`config.mk`:
```
export PLATFORM = sky130hd
export DESIGN_NAME = regbank_access_ctrl
export DESIGN_NICKNAME = d
export VERILOG_FILES = /design/src/rtl/arm_regs_pkg.sv /design/src/rtl/regbank_map.sv /design/src/rtl/regbank_access_ctrl.sv
export SDC_FILE = /design/constraint.sdc
export NUM_CORES = 1
export LEC_CHECK = 0
export BUFFER_PORTS_ARGS = -buffer_cell sky130_fd_sc_hd__buf_2
export CORE_UTILIZATION = 28
export CTS_CLUSTER_DIAMETER = 40
export CTS_CLUSTER_SIZE = 30
export DETAILED_ROUTE_END_ITERATION = 12
export PLACE_DENSITY = 0.58
export RECOVER_POWER = 100
export SLEW_MARGIN = 20
export SYNTH_ARGS = -nofsm -noshare
export SYNTH_HDL_FRONTEND = slang
export SYNTH_SLANG_ARGS = --single-unit
export TNS_END_PERCENT = 20
```
`constraint.sdc`:
```
create_clock -name i_clk -period 2.4 [get_ports i_clk]
set_input_delay 0.36 -clock i_clk [delete_from_list [all_inputs] [get_ports i_clk]]
set_output_delay 0.36 -clock i_clk [all_outputs]
set_load 0.01 [all_outputs]
```
`src/rtl/arm_regs_pkg.sv`:
```
// Processor-mode encodings, physical bank indices and controller state type
// shared by the register-bank access controller and its mapper.
package arm_regs_pkg;

  localparam logic [4:0] MODE_USR = 5'b10000;
  localparam logic [4:0] MODE_FIQ = 5'b10001;
  localparam logic [4:0] MODE_IRQ = 5'b10010;
  localparam logic [4:0] MODE_SVC = 5'b10011;
  localparam logic [4:0] MODE_ABT = 5'b10111;
  localparam logic [4:0] MODE_UND = 5'b11011;
  localparam logic [4:0] MODE_SYS = 5'b11111;

  localparam logic [5:0] FIQ_BASE     = 6'd16;
  localparam logic [5:0] SVC_BASE     = 6'd23;
  localparam logic [5:0] ABT_BASE     = 6'd25;
  localparam logic [5:0] IRQ_BASE     = 6'd27;
  localparam logic [5:0] UND_BASE     = 6'd29;
  localparam logic [5:0] CPSR_IDX     = 6'd31;
  localparam logic [5:0] SPSR_FIQ_IDX = 6'd32;
  localparam logic [5:0] SPSR_SVC_IDX = 6'd33;
  localparam logic [5:0] SPSR_ABT_IDX = 6'd34;
  localparam logic [5:0] SPSR_IRQ_IDX = 6'd35;
  localparam logic [5:0] SPSR_UND_IDX = 6'd36;

  localparam logic [3:0] PC_REG = 4'd15;

  typedef enum logic [2:0] {
    ST_IDLE,
    ST_RD_ISSUE,
    ST_RD_CAPTURE,
    ST_WR_ISSUE,
    ST_CPSR_ISSUE
  } state_e;

  // Bits outside the mask keep the current mode; bits inside take the new value.
  function automatic logic [4:0] apply_mode_mask(input logic [4:0] cur,
                                                 input logic [4:0] data,
                                                 input logic [4:0] mask);
    return (cur & ~mask) | (data & mask);
  endfunction

endpackage

```
`src/rtl/regbank_map.sv`:
```
// Architectural register number to physical bank index for a given mode;
// unknown modes fall back to identity and raise o_illegal.
module regbank_map
  import arm_regs_pkg::*;
(
  input  logic [4:0] i_mode,
  input  logic [3:0] i_arch_reg,
  output logic [5:0] o_phys_idx,
  output logic       o_illegal
);

  logic w_sp_lr;
  logic [5:0] w_sp_lr_ofs;

  assign w_sp_lr     = (i_arch_reg == 4'd13) || (i_arch_reg == 4'd14);
  assign w_sp_lr_ofs = {5'b0, i_arch_reg[1]};

  always_comb begin
    o_phys_idx = {2'b00, i_arch_reg};
    o_illegal  = 1'b0;
    case (i_mode)
      MODE_FIQ: if (i_arch_reg >= 4'd8 && i_arch_reg <= 4'd14)
                  o_phys_idx = FIQ_BASE + {3'b000, i_arch_reg[2:0]};
      MODE_SVC: if (w_sp_lr) o_phys_idx = SVC_BASE + w_sp_lr_ofs;
      MODE_ABT: if (w_sp_lr) o_phys_idx = ABT_BASE + w_sp_lr_ofs;
      MODE_IRQ: if (w_sp_lr) o_phys_idx = IRQ_BASE + w_sp_lr_ofs;
      MODE_UND: if (w_sp_lr) o_phys_idx = UND_BASE + w_sp_lr_ofs;
      MODE_USR, MODE_SYS: o_phys_idx = {2'b00, i_arch_reg};
      default:  o_illegal = 1'b1;
    endcase
  end

endmodule

```
`src/rtl/regbank_access_ctrl.sv`:
```
// Serialises operand reads, writebacks and CPSR writes onto one register-bank port.
// state | meaning: IDLE arbitrate | RD_ISSUE addrs+active | RD_CAPTURE sample bank | WR_ISSUE w/pc_w | CPSR_ISSUE cpsr_w
module regbank_access_ctrl
  import arm_regs_pkg::*;
#(
  parameter logic [31:0] PC_OFFSET  = 32'd8,
  parameter logic [4:0]  RESET_MODE = 5'b10011
)(
  input  logic        i_clk,
  input  logic        i_rst_n,
  input  logic        i_rd_valid,
  output logic        o_rd_ready,
  input  logic [3:0]  i_rd_rn,
  input  logic [3:0]  i_rd_rm,
  input  logic [3:0]  i_rd_rs,
  output logic        o_rd_data_valid,
  output logic [31:0] o_rd_rn_data,
  output logic [31:0] o_rd_rm_data,
  output logic [31:0] o_rd_rs_data,
  input  logic        i_wb_valid,
  output logic        o_wb_ready,
  input  logic [3:0]  i_wb_rd,
  input  logic [31:0] i_wb_data,
  input  logic        i_cpsr_valid,
  output logic        o_cpsr_ready,
  input  logic [31:0] i_cpsr_data,
  input  logic [31:0] i_cpsr_mask_in,
  output logic [5:0]  o_bank_addr1,
  output logic [5:0]  o_bank_addr2,
  output logic [5:0]  o_bank_addr3,
  output logic        o_bank_active,
  output logic        o_bank_w,
  output logic        o_bank_pc_w,
  output logic        o_bank_cpsr_w,
  output logic [31:0] o_bank_write,
  output logic [31:0] o_bank_pc_write,
  output logic [31:0] o_bank_cpsr_write,
  output logic [31:0] o_bank_cpsr_mask,
  input  logic [31:0] i_bank_read1,
  input  logic [31:0] i_bank_read2,
  input  logic [31:0] i_bank_read3,
  input  logic [31:0] i_bank_pc_read,
  output logic [4:0]  o_cur_mode,
  output logic        o_mode_err
);

  state_e      r_state;
  logic [4:0]  r_cur_mode;
  logic        r_mode_err;
  logic [2:0]  r_pc_sel;
  logic [5:0]  r_addr1, r_addr2, r_addr3;
  logic        r_active, r_w, r_pc_w, r_cpsr_w, r_rd_data_valid;
  logic [31:0] r_write, r_pc_write, r_cpsr_write, r_cpsr_mask;
  logic [31:0] r_rn_data, r_rm_data, r_rs_data;

  logic        w_idle;
  logic [3:0]  w_arch1;
  logic [5:0]  w_phys1, w_phys2, w_phys3;
  logic        w_ill1, w_ill2, w_ill3;
  logic [31:0] w_pc_operand;

  // Gating with i_rst_n keeps every ready low while reset is held.
  assign w_idle       = (r_state == ST_IDLE) && i_rst_n;
  assign o_cpsr_ready = w_idle && i_cpsr_valid;
  assign o_wb_ready   = w_idle && i_wb_valid && !i_cpsr_valid;
  assign o_rd_ready   = w_idle && i_rd_valid && !i_wb_valid && !i_cpsr_valid;

  assign w_arch1      = i_wb_valid ? i_wb_rd : i_rd_rn;
  assign w_pc_operand = i_bank_pc_read + PC_OFFSET;

  regbank_map u_map1 (.i_mode(r_cur_mode), .i_arch_reg(w_arch1),
                      .o_phys_idx(w_phys1), .o_illegal(w_ill1));
  regbank_map u_map2 (.i_mode(r_cur_mode), .i_arch_reg(i_rd_rm),
                      .o_phys_idx(w_phys2), .o_illegal(w_ill2));
  regbank_map u_map3 (.i_mode(r_cur_mode), .i_arch_reg(i_rd_rs),
                      .o_phys_idx(w_phys3), .o_illegal(w_ill3));

  always_ff @(posedge i_clk or negedge i_rst_n) begin
    if (!i_rst_n) begin
      r_state         <= ST_IDLE;
      r_cur_mode      <= RESET_MODE;
      r_mode_err      <= 1'b0;
      r_pc_sel        <= '0;
      r_addr1         <= '0;
      r_addr2         <= '0;
      r_addr3         <= '0;
      r_active        <= 1'b0;
      r_w             <= 1'b0;
      r_pc_w          <= 1'b0;
      r_cpsr_w        <= 1'b0;
      r_rd_data_valid <= 1'b0;
      r_write         <= '0;
      r_pc_write      <= '0;
      r_cpsr_write    <= '0;
      r_cpsr_mask     <= '0;
      r_rn_data       <= '0;
      r_rm_data       <= '0;
      r_rs_data       <= '0;
    end else begin
      r_active        <= 1'b0;
      r_w             <= 1'b0;
      r_pc_w          <= 1'b0;
      r_cpsr_w        <= 1'b0;
      r_rd_data_valid <= 1'b0;
      r_mode_err      <= r_mode_err | w_ill1 | w_ill2 | w_ill3;
      case (r_state)
        ST_IDLE: begin
          if (o_cpsr_ready) begin
            r_cpsr_write <= i_cpsr_data;
            r_cpsr_mask  <= i_cpsr_mask_in;
            r_cur_mode   <= apply_mode_mask(r_cur_mode, i_cpsr_data[4:0], i_cpsr_mask_in[4:0]);
            r_cpsr_w     <= 1'b1;
            r_state      <= ST_CPSR_ISSUE;
          end else if (o_wb_ready) begin
            if (i_wb_rd == PC_REG) begin
              r_pc_w     <= 1'b1;
              r_pc_write <= i_wb_data;
            end else begin
              r_w     <= 1'b1;
              r_write <= i_wb_data;
              r_addr1 <= w_phys1;
            end
            r_state <= ST_WR_ISSUE;
          end else if (o_rd_ready) begin
            r_addr1  <= w_phys1;
            r_addr2  <= w_phys2;
            r_addr3  <= w_phys3;
            r_active <= 1'b1;
            r_pc_sel <= {i_rd_rs == PC_REG, i_rd_rm == PC_REG, i_rd_rn == PC_REG};
            r_state  <= ST_RD_ISSUE;
          end
        end
        ST_RD_ISSUE: r_state <= ST_RD_CAPTURE;
        ST_RD_CAPTURE: begin
          r_rn_data       <= r_pc_sel[0] ? w_pc_operand : i_bank_read1;
          r_rm_data       <= r_pc_sel[1] ? w_pc_operand : i_bank_read2;
          r_rs_data       <= r_pc_sel[2] ? w_pc_operand : i_bank_read3;
          r_rd_data_valid <= 1'b1;
          r_state         <= ST_IDLE;
        end
        default: r_state <= ST_IDLE;
      endcase
    end
  end

  assign o_rd_data_valid   = r_rd_data_valid;
  assign o_rd_rn_data      = r_rn_data;
  assign o_rd_rm_data      = r_rm_data;
  assign o_rd_rs_data      = r_rs_data;
  assign o_bank_addr1      = r_addr1;
  assign o_bank_addr2      = r_addr2;
  assign o_bank_addr3      = r_addr3;
  assign o_bank_active     = r_active;
  assign o_bank_w          = r_w;
  assign o_bank_pc_w       = r_pc_w;
  assign o_bank_cpsr_w     = r_cpsr_w;
  assign o_bank_write      = r_write;
  assign o_bank_pc_write   = r_pc_write;
  assign o_bank_cpsr_write = r_cpsr_write;
  assign o_bank_cpsr_mask  = r_cpsr_mask;
  assign o_cur_mode        = r_cur_mode;
  assign o_mode_err        = r_mode_err;

endmodule
```
* Word level (Yosys, flattened, before mapping)
Index checks and enable logic that the tools add are counted.
** Word-level totals
- Bits in registers :: 259
- Output and inout port bits :: 256
- Input bits :: 245
- Logic and storage cells :: 140
** Operators by class
- Multiplexer cells :: 45
- Equality and inequality tests :: 21
- $add $sub $neg :: 16
- Reductions and logical operators :: 23
- Bitwise gates (word level) :: 10
- $lt $le $gt $ge :: 6
** Operators by type and width (count)
- 6-bit 2-to-1 mux :: 18
- 32-bit 2-to-1 mux :: 3
- 6-bit one-hot mux with 5 select lines :: 3
- 5-bit by 1-bit adder with 6-bit output, first input constant :: 12
- 4-bit equality test, second input constant :: 10
- 5-bit equality test, second input constant :: 7
- 32-bit by 4-bit adder with 32-bit output, second input constant :: 1
- 5-bit by 3-bit adder with 6-bit output, first input constant :: 3
- 1-bit 2-to-1 mux :: 16
- 4-bit AND reduction :: 4
- 4-bit >= comparator, second input constant :: 3
- 4-bit less-or-equal comparator, second input constant :: 3
- 5-bit bitwise AND :: 2
- 1-bit logical AND :: 10
- 3-bit 2-to-1 mux :: 3
- 7-bit OR reduction :: 1
- 3-bit one-hot mux with 2 select lines :: 1
- 5-bit inverter :: 1
- 5-bit OR :: 1
- 4-bit 2-to-1 mux :: 1
- 4-bit inequality test, second input constant :: 1
- 3-bit by 1-bit equality test with 1-bit output, second input constant :: 1
- 3-bit by 2-bit equality test with 1-bit output, second input constant :: 1
- 3-bit logical NOT :: 1
- 7 further kinds :: 14

* Depth between registers and ports, before layout
Gate-level depths: netlist of the first run.
- Word-level depth :: 9
- Gate-level depth with buffers :: 7

* Hierarchy
A second synthesis of the first run with hierarchy kept.
** Second synthesis, totals
- Cell total of the unflattened synthesis :: 1162
- Area total of the unflattened synthesis :: 11727.5 um^2
** Modules (own cells, without submodules)
- regbank_access_ctrl :: cells an instance 1079, area an instance 11207.0 um^2, seq. area each 6485.0 um^2, times used 1
- regbank_map (u_map1 ...) :: cells an instance 29, area an instance 180.2 um^2, seq. area each 0.0 um^2, times used 2
- regbank_map (u_map3) :: cells an instance 25, area an instance 160.2 um^2, seq. area each 0.0 um^2, times used 1

* Worst setup path after synthesis of the first run
OpenSTA, ideal clock, no wires.
- Kind :: input to register
- From :: input port i_bank_pc_read[3]
- To :: register r_rm_data[25], in the netlist o_rd_rm_data[25]
- Path buffers :: 1
- Stages on the path :: 7
- Arrival :: 1.775 ns
- Library setup time :: 0.125 ns
- Required time :: 2.275 ns
- Path slack :: 0.501 ns
- Cells stage by stage :: ha_1 > nand4_1 > or2_2 > buf_2 > o31a_1 > nor3b_1 > o21ai_1
** Between the ends
- Cells in the longest elaborated chain, start to end :: 2
** RTL lines
- start, declared :: RTL line regbank_access_ctrl.sv:42 : input logic [31:0] i_bank_pc_read,
- 32-bit by 4-bit adder with 32-bit output :: RTL line regbank_access_ctrl.sv:69 : assign w_pc_operand = i_bank_pc_read + PC_OFFSET;
- 32-bit 2-to-1 mux :: RTL line regbank_access_ctrl.sv:136 : r_rm_data <= r_pc_sel[1] ? w_pc_operand : i_bank_read2;
- end signal, assigned :: RTL line regbank_access_ctrl.sv:136
- end, declared :: RTL line regbank_access_ctrl.sv:54 : logic [31:0] r_rn_data, r_rm_data, r_rs_data;
Every way passes these cells.
A chain may end at the register's enable or synchronous reset.

* Worst setup path after layout of the first run
- From :: register r_state[1]
- To :: output port o_rd_ready
** Between the ends
- Cells in the longest elaborated chain, start to end :: 5
** RTL lines
- start, declared :: RTL line regbank_access_ctrl.sv:47 : state_e r_state;
- start signal, assigned :: RTL line regbank_access_ctrl.sv:80 : r_state <= ST_IDLE;
- start signal, assigned :: RTL line regbank_access_ctrl.sv:113 : r_state <= ST_CPSR_ISSUE;
- start signal, assigned :: RTL line regbank_access_ctrl.sv:123 : r_state <= ST_WR_ISSUE;
- 3-bit logical NOT :: RTL line regbank_access_ctrl.sv:63 : assign w_idle = (r_state == ST_IDLE) && i_rst_n;
- 1-bit logical AND :: RTL line regbank_access_ctrl.sv:63
- 1-bit logical AND (3 in series) :: RTL line regbank_access_ctrl.sv:66 : assign o_rd_ready = w_idle && i_rd_valid && !i_wb_valid && !i_cpsr_valid;
- end, declared :: RTL line regbank_access_ctrl.sv:12 : output logic o_rd_ready,
Every way passes these cells.

==> out/summary.md, run 1 <==
The flow ran to the end, but the final reports show violations. The checks that failed: capacitance limit, slew limit. The floorplan die area is 41600 sq um. The tightest min-delay check is of the in2reg type.

In this run the cell area measured after placement is 14600 sq um. Synthesis produced a netlist whose cell count is 1129. The most used flip-flop cell after synthesis is dfrtp_1.

The cell type contributing the most total cell area after synthesis is dfrtp_1. Dividing the detail-routed via count by the number of cells gives 4.76. Subtracting the final worst setup slack from the clock period gives 2.21 ns. The logs give 0.372 for the relative contribution of sequential cells to total power and 40000 sq um for the total core area.

At the pin with the least slew margin, the transition time is 1.53 ns. The multi-input combinational cells in the finished layout cover a total of 4670 sq um. STA classifies the critical path endpoint as an output port. Setup repair after global routing left no endpoint under its margin. The routed layout has 10900 vias.

On the critical path, the stage with the largest delay is an instance of dfrtp_1. The Yosys step of the flow raised 0 warnings. After detailed routing, the number of remaining DRC violations is 0.

The total negative setup slack is 0 ns, and the number of port buffers is 497. The synthesis-stage register bit count was 256. Setup violations remaining at the end of the flow were counted as 0. Fraction of synthesis flops using an asynchronous set or reset pin: 1.00. The critical path is of the reg2out type.

The total track usage was 0.205; the via count of the first global-routing pass was 11100. Fmax: 452 MHz. The tools report the part of the power in the clock network as 0.392. Entering global routing, the biggest net connects 99 pins. The number of hold violations in the final report came out at 0. The part of the total power dissipated in combinational logic is 0.236, and the layout overhead on the synthesized area is 45.6%. The part of the cycle the worst path needs works out to 0.921.

The maximum fanout along the worst path works out to 25. Counting the fill cells in the layout gives 4032. The logs give 11400 sq um for the summed instance area of the synthesized netlist and 1.85 ns for the critical path arrival. Together, buffers and inverters on the worst path number 3. The tools report the headroom to the max-slew limit as -0.0177. The tools report the number of antenna-violating nets in the routed design as 0. In this run the static leakage power is 7.88 nW.

TritonCTS built the clock tree. The wire length of the first global-routing pass came out at 65.0 mm. STA classifies the critical path startpoint as a flop.

Clock skew on the completed layout was measured at 0.0142 ns. Largest stage delay on the critical path: 0.42 ns. The number of antenna violations at the first check in global routing was 6; the area share of the largest cell type after synthesis was 0.554. The logs give 2 for the number of levels in the clock H-tree and 501 for the total I/O pin count. The synthesized netlist contains 52 unique library cells. In the final design database the tool counted 1956 nets. The power consumption was 18.0 mW. The finished cells cover 16600 sq um. In this design, the largest share of critical-path delay is due to buffers and inverters. The internal power of the cells totals 11.9 mW. Clock-pin slew was measured on the worst setup and hold paths at 0.05 ns. In this run, CTS created clock tree buffers numbering 49.

By area the synthesized netlist is led by dfrtp_1, nand2_1, mux2_2. The initial cell density of the core is 0.286. Sorting the synthesized cells by how often they occur yields nand2_1, dfrtp_1, o21ai_0, mux2_2, clkbuf_1.

The worst-case IR drop observed on VDD is 0.644 mV. The detailed router's first-iteration violation count came out at 612. Number of violations of the max-capacitance limit: 1. The later pin in the worst-skew pair is clocked with a latency of 0.57 ns. Sum of overflow across all layers after global routing: 0. The fraction of power spent switching nets is 0.339. For this design the ratio of total power to cell area is 1080 nW/um^2.

In the final layout, flip-flops and latches occupy 6410 sq um. No sink is reached through more buffers than the 3 on the longest clock path. CTS placed an instance of clkbuf_16 at the clock tree root. The tools report the sequential cell area fraction in the yosys report as 0.561. Routability-driven placement finished with a final weighted congestion of 0.970. The die is 204 um tall. The synthesized design contains 0 enable-type register cells. The setup fix buffers added after clock tree synthesis came out at 0.

The floorplan step set the die width to 204 um. Most numerous cell in the Yosys netlist: nand2_1. STA puts the critical path data required time at 2.04 ns.

The share of final-layout standard cells stronger than drive strength 1 is 0.266. Setup slack closes at 0.189 ns. The total routed wirelength was 44.0 mm; the worst setup slack before clock tree synthesis was 0.190 ns. The number of sinks on the clock net is 256, and the max-slew violation total from the final report is 62.

The initialized floorplan defines 73 standard-cell rows. Before antenna repair, the detailed router went through 5 iterations. Summed over all nets, the half-perimeter wirelength after detailed placement is 32.1 mm. The critical path goes through nor3b_2, nand4b_1, buf_4, inv_1, clkbuf_1.

Detailed-route wire length per cell: 19.3 um. Summed over all nets, the switching power comes to 6.11 mW. The synthesized area per cell came out at 10.1 sq um.
==> area by class of cell <==
| type | instances | share of cell area |
|---|---|---|
| Antenna cell | 3 | 0.000451 |
| Clock buffer | 53 | 0.0764 |
| Clock inverter | 38 | 0.0266 |
| Inverter | 14 | 0.00316 |
| Multi-Input combinational cell | 787 | 0.280 |
| Sequential cell | 256 | 0.385 |
| Tap cell | 525 | 0.0395 |
| Timing Repair Buffer | 602 | 0.188 |
==> timing repair <==
item	in CTS	in global routing
endpoints found under the setup margin	0	2
gates resized for setup	0	2
endpoints found under the hold margin	76	0
hold buffers	67	0
==> cell families (layout without fill, tap and decap cells) <==
logic type	Yosys count	count (layout)	synth area share
AND/OR/NAND/NOR	441	441	0.183
flip-flops	256	256	0.561
other	1	6	0.000328
XOR/XNOR	20	20	0.0153
buffers and inverters	88	707	0.0315
adder cells (fa/ha/maj)	1	1	0.00109
AO/OA/AOI/OAI	227	227	0.116
multiplexers	95	95	0.0912
==> power by group through the flow <==
| stage | combinational, mW | clock, mW | sequential, mW |
|---|---|---|---|
| final | 4.26 | 7.08 | 6.71 |
| after global routing | 4.69 | 7.44 | 6.87 |
| after CTS | 4.72 | 7.25 | 6.67 |
| after detailed placement | 4.64 | 0 | 6.70 |
| after global placement | 4.59 | 0 | 6.66 |
| after floorplan | 1.57 | 0 | 7.16 |
==> per-stage QoR <==
stage | std cells | utilization | hold WS [ns]
2_1_floorplan | 1131 | - | 0.0644
3_3_place_gp | 2117 | 0.365 | 0.421
3_5_place_dp | 2117 | 0.365 | 0.428
4_1_cts | 2275 | 0.425 | 0.000388
5_1_grt | 2278 | 0.416 | 0.0167
6_report | 2278 | 0.416 | 0.0296
==> routing by layer <==
metal,up-vias,wire length [um],GRT usage
met3,75,3430,0.0496
met2,471,22400,0.365
li1,5051,-,-
met5,-,13,0
met4,2,1250,0.0829
met1,5255,16900,0.234
==> state kept, by name (all words and copies together), names as in the netlist, 5 cells and up, named ones only <==
name               flops
o_bank_cpsr_write     32
o_bank_addr1           5
o_bank_cpsr_mask      32
o_bank_addr2           5
o_bank_write          32
o_rd_rs_data          32
o_bank_addr3           5
o_bank_pc_write       32
o_rd_rm_data          32
o_rd_rn_data          32
==> final timing paths <==
kind / slack (ns) / from / to / cells after the start
min in group asynchronous: 0.30 / i_rst_n / r_state[2] / 2
worst max register to register: 0.21 / r_state[1] / o_bank_write[25] / 5
worst max-delay path: 0.19 / r_state[1] / o_rd_ready / 5
worst min register to register: 0.46 / r_state[2] / r_state[1] / 1
worst min-delay path: 0.03 / i_cpsr_data[3] / o_bank_cpsr_write[3] / 3
max in group asynchronous: 0.53 / i_rst_n / r_pc_sel[1] / 4
==> worst reg2reg max path: stages (launching register included) <==
cell,delay [ns]
dfrtp_1,0.42
nor3b_2,0.24
and3_1,0.28
nand2b_1,0.08
clkbuf_2,0.53
mux2_2,0.52
==> cells in the final DEF, fill, tap and decap left out, types with 5 or more instances in the layout <==
cell type,Yosys,routed
a211oi_1,9,10
a21o_1,28,28
a21oi_1,36,36
buf_2,9,247
buf_4,3,23
bufinv_16,0,6
clkbuf_1,57,256
clkbuf_16,0,49
clkbuf_2,0,5
clkinv_2,0,9
clkinv_4,0,9
dfrtp_1,253,250
dlygate4sd3_1,0,67
inv_1,14,13
inv_6,0,7
mux2_2,73,73
mux2i_1,22,22
nand2_1,300,300
nand2b_1,5,5
nand3_1,21,21
nor2_1,22,21
nor3_1,5,5
nor3b_1,40,39
nor4_1,6,6
o211ai_1,6,6
o21ai_0,99,119
o31a_1,7,7
or3_1,10,10
xnor2_1,13,13
xor2_1,7,7
Power figures use the tool's default switching activity.
==> inputs of run 2 (changes only) <==
--- a/config.mk
+++ b/config.mk
@@ -10,7 +10,7 @@
 export CTS_CLUSTER_DIAMETER = 40
 export CTS_CLUSTER_SIZE = 30
 export DETAILED_ROUTE_END_ITERATION = 12
-export PLACE_DENSITY = 0.58
+export HOLD_SLACK_MARGIN = 0.12
 export RECOVER_POWER = 100
 export SLEW_MARGIN = 20
 export SYNTH_ARGS = -nofsm -noshare
==> run 2 against run 1 <==
  * The run now ends clean
  * Die area unchanged
  * Fmax down 4.5%
  * Flip-flop and latch count unchanged
  * Highest routed layer unchanged
==> out/summary.md, run 2 (synthesized netlist as in run 1, its figures left out) <==
The flow ran to the end, and the final reports show no timing, DRC or antenna violations. The routability-driven placement congestion ratio is 0.957 (-1.3%). The tools report the leakage dissipation as 8.10 nW (+2.7%). The post-route DRC violation count came out at 0 (unchanged).

The floorplan die height works out to 204 um (unchanged). The number of buffers and inverters on the critical path works out to 1 (-2). The tools report the largest net degree at the start of global routing as 155 (+57%). Setup repair after global routing left no endpoint under its margin. The part of the cycle the worst path needs was 0.965 (+0.0432). The launch point of the critical path is r_pc_sel[1]. Net switching power figure: 6.21 mW (+1.6%). The floorplan die area came out at 41600 sq um (unchanged). CTS placed an instance of clkbuf_16 at the clock tree root. Most common library cell in the layout ignoring fill and taps: nand2_1. The logs give 45 (-8.2%) for the number of buffers inserted during clock tree synthesis and 0.365 (-0.027) for the part of the power in the clock network. The logs give 0 (-100%) for the max-slew violation total from the final report and 5 (unchanged) for the length of the first detailed-routing pass in iterations.

The largest stage delay on the critical path came out at 1.27 ns (+0.85 ns). The beginning of the worst hold path is i_bank_pc_read[1]. The run gives 501 (unchanged) as the total I/O pin count. The final cell count without fillers is 2340 (+2.7%).

The tools report the clock latency at the later pin of the worst-skew pair as 0.56 ns (about the same). The die width was 204 um (unchanged). The worst setup path is captured at a flop. The kind of cell with the highest combined delay along the critical path is flip-flops.

By startpoint and endpoint, the worst setup path is classified as reg2reg. The part of the total power dissipated in combinational logic came out at 0.255 (+0.019). TritonCTS built the clock tree. The tools report the number of antenna violations at the first check in global routing as 4 (-2). The run gives 67.2 mm (+3.4%) as the wire length of the first global-routing pass. The slew of the pin with the lowest slew margin came out at 1.45 ns (-0.0797 ns). The library cells used most frequently in the layout, excluding fill and tap cells, are nand2_1, clkbuf_1, dfrtp_1, buf_2, dlygate4sd3_1. The number of port buffers was 497 (unchanged). Detailed-route wire length per cell: 19.4 um (+0.35%). The half-perimeter wire length after detailed placement is 32.8 mm (+2.1%), and the utilization after layout is 0.430 (+0.0138).

The run gives 0.0355 (+0.0532) as the headroom to the max-slew limit. The relative contribution of sequential cells to total power is 0.380 (+0.008), and the via count of the first global-routing pass is 11600 (+5.1%). The total via count in the routed design was 11200 (+3.5%); the number of hold violations in the final report was 0 (unchanged). The final critical path time including I/O delays and setup was 2.31 ns (+0.104 ns); the fraction of power spent switching nets was 0.351 (+0.0128). The logs give 73 (unchanged) for the row count and 0 (unchanged) for the sum of overflow across all layers after global routing. The mean number of vias per cell is 4.80 (+0.79%), and the fmax is 432 MHz (-4.5%). The tools report the setup violation total in the final timing report as 0 (unchanged). The maximum count of clock buffers along a single path came out at 3 (unchanged).

For the total core area, the log shows 40000 sq um (unchanged). The run gives 0 (unchanged) as the number of antenna-violating nets in the routed design. The tools report the largest vdd supply drop as 0.491 mV (-24%). The critical path goes through clkbuf_1, o21ai_0, o21ai_1.

Required time of the critical path: 2.87 ns (+0.83 ns). The tools report the startpoint of the most critical register-to-register path as r_pc_sel[1]. The number of sinks on the clock net is 256 (unchanged), and the cell count after placement is 2116 (-0.047%). The critical path arrival is 2.78 ns (+0.93 ns). The largest individual stage delay along the critical path comes from the cell dfrtp_1. Share of final-layout standard cells stronger than drive strength 1: 0.248 (-0.0182). The design internal power was 11.5 mW (-4.0%). The net total in the final layout is 2023 (+3.4%). The number of violations of the max-capacitance limit came out at 0 (-1). Number of levels in the clock H-tree: 2 (unchanged). The CTS clock-pin slew for the worst setup and hold paths was 0.06 ns (about the same).

The type of the worst min-delay path was in2reg. The detailed router's first-iteration violation count was 568 (-7.2%). STA classifies the critical path startpoint as a flop. Cell area power density: 1030 nW/um^2 (-5.3%). The run gives 45.3 mm (+3.1%) as the total routed wirelength. The maximum fanout along the worst path was 32 (+28%); the initial cell density of the core was 0.286 (unchanged). The logs give 0.0138 ns (-0.000359 ns) for the worst clock skew on the final layout and 0 ns (unchanged) for the total negative setup slack. The total track usage came out at 0.212 (+0.00734). The layout overhead on the synthesized area works out to 50.5%.
-- run 2: area by class of cell --
| class | instances | area, sq um |
|---|---|---|
| fill | 3944 | 22800 |
| sequential | 256 | 6410 |
| multi-input combinational | 787 | 4670 |
| timing repair buffer | 673 | 3860 |
| clock buffer | 56 | 1280 |
| tap | 525 | 657 |
| clock inverter | 28 | 264 |
| inverter | 14 | 55.1 |
| antenna | 1 | 2.50 |
-- run 2: final timing paths --
check,slack [ns],cells after the start,end
setup / recovery,0.09,3,o_rd_rm_data[25]
hold / removal,0.16,3,o_rd_rn_data[1]
setup reg to reg,0.09,3,o_rd_rm_data[25]
hold reg to reg,0.45,1,r_state[1]
max in group asynchronous,0.58,3,r_pc_sel[1]
min in group asynchronous,0.46,2,r_state[2]
-- run 2: per-layer routing --
metal	GRT usage	share of wire	vias up
li1	-	-	5180
met1	0.246	0.39	5421
met2	0.360	0.49	521
met3	0.0467	0.072	114
met4	0.122	0.052	2
met5	0	0.00029	-
-- run 2: through the flow --
| step | setup slack [ns] | instance area, sq um | hold WS (ns) | total power [mW] |
|---|---|---|---|---|
| finish | 0.0850 | 17200 | 0.157 | 17.7 |
| global route | 0.0192 | 17200 | 0.148 | 18.6 |
| CTS | 0.0203 | 17600 | 0.122 | 18.2 |
| detailed placement | 0.305 | 14700 | 0.174 | 11.5 |
| global placement | 0.314 | 14700 | 0.173 | 11.4 |
| floorplan | 0.501 | 11400 | 0.0644 | 8.73 |
-- run 2: timing repair --
action                                 in CTS  in global routing
gates resized for setup                     1                  2
buffers inserted                            0                  0
setup endpoints to repair                   1                  2
hold buffers                              139                  0
endpoints found under the hold margin     431                  0
-- run 2: worst register-to-register path, cell delays in order (launching register included) --
cell	delay, ns
dfrtp_1	1.27
clkbuf_1	0.53
o21ai_0	0.28
o21ai_1	0.16
-- run 2: power by group through the flow --
stage / clock [mW] / sequential [mW] / combinational (mW)
final: 6.44 / 6.72 / 4.50
after global routing: 6.80 / 6.88 / 4.93
after CTS: 6.61 / 6.68 / 4.93
after detailed placement: 0 / 6.71 / 4.76
after global placement: 0 / 6.70 / 4.68
after floorplan: 0 / 7.16 / 1.57
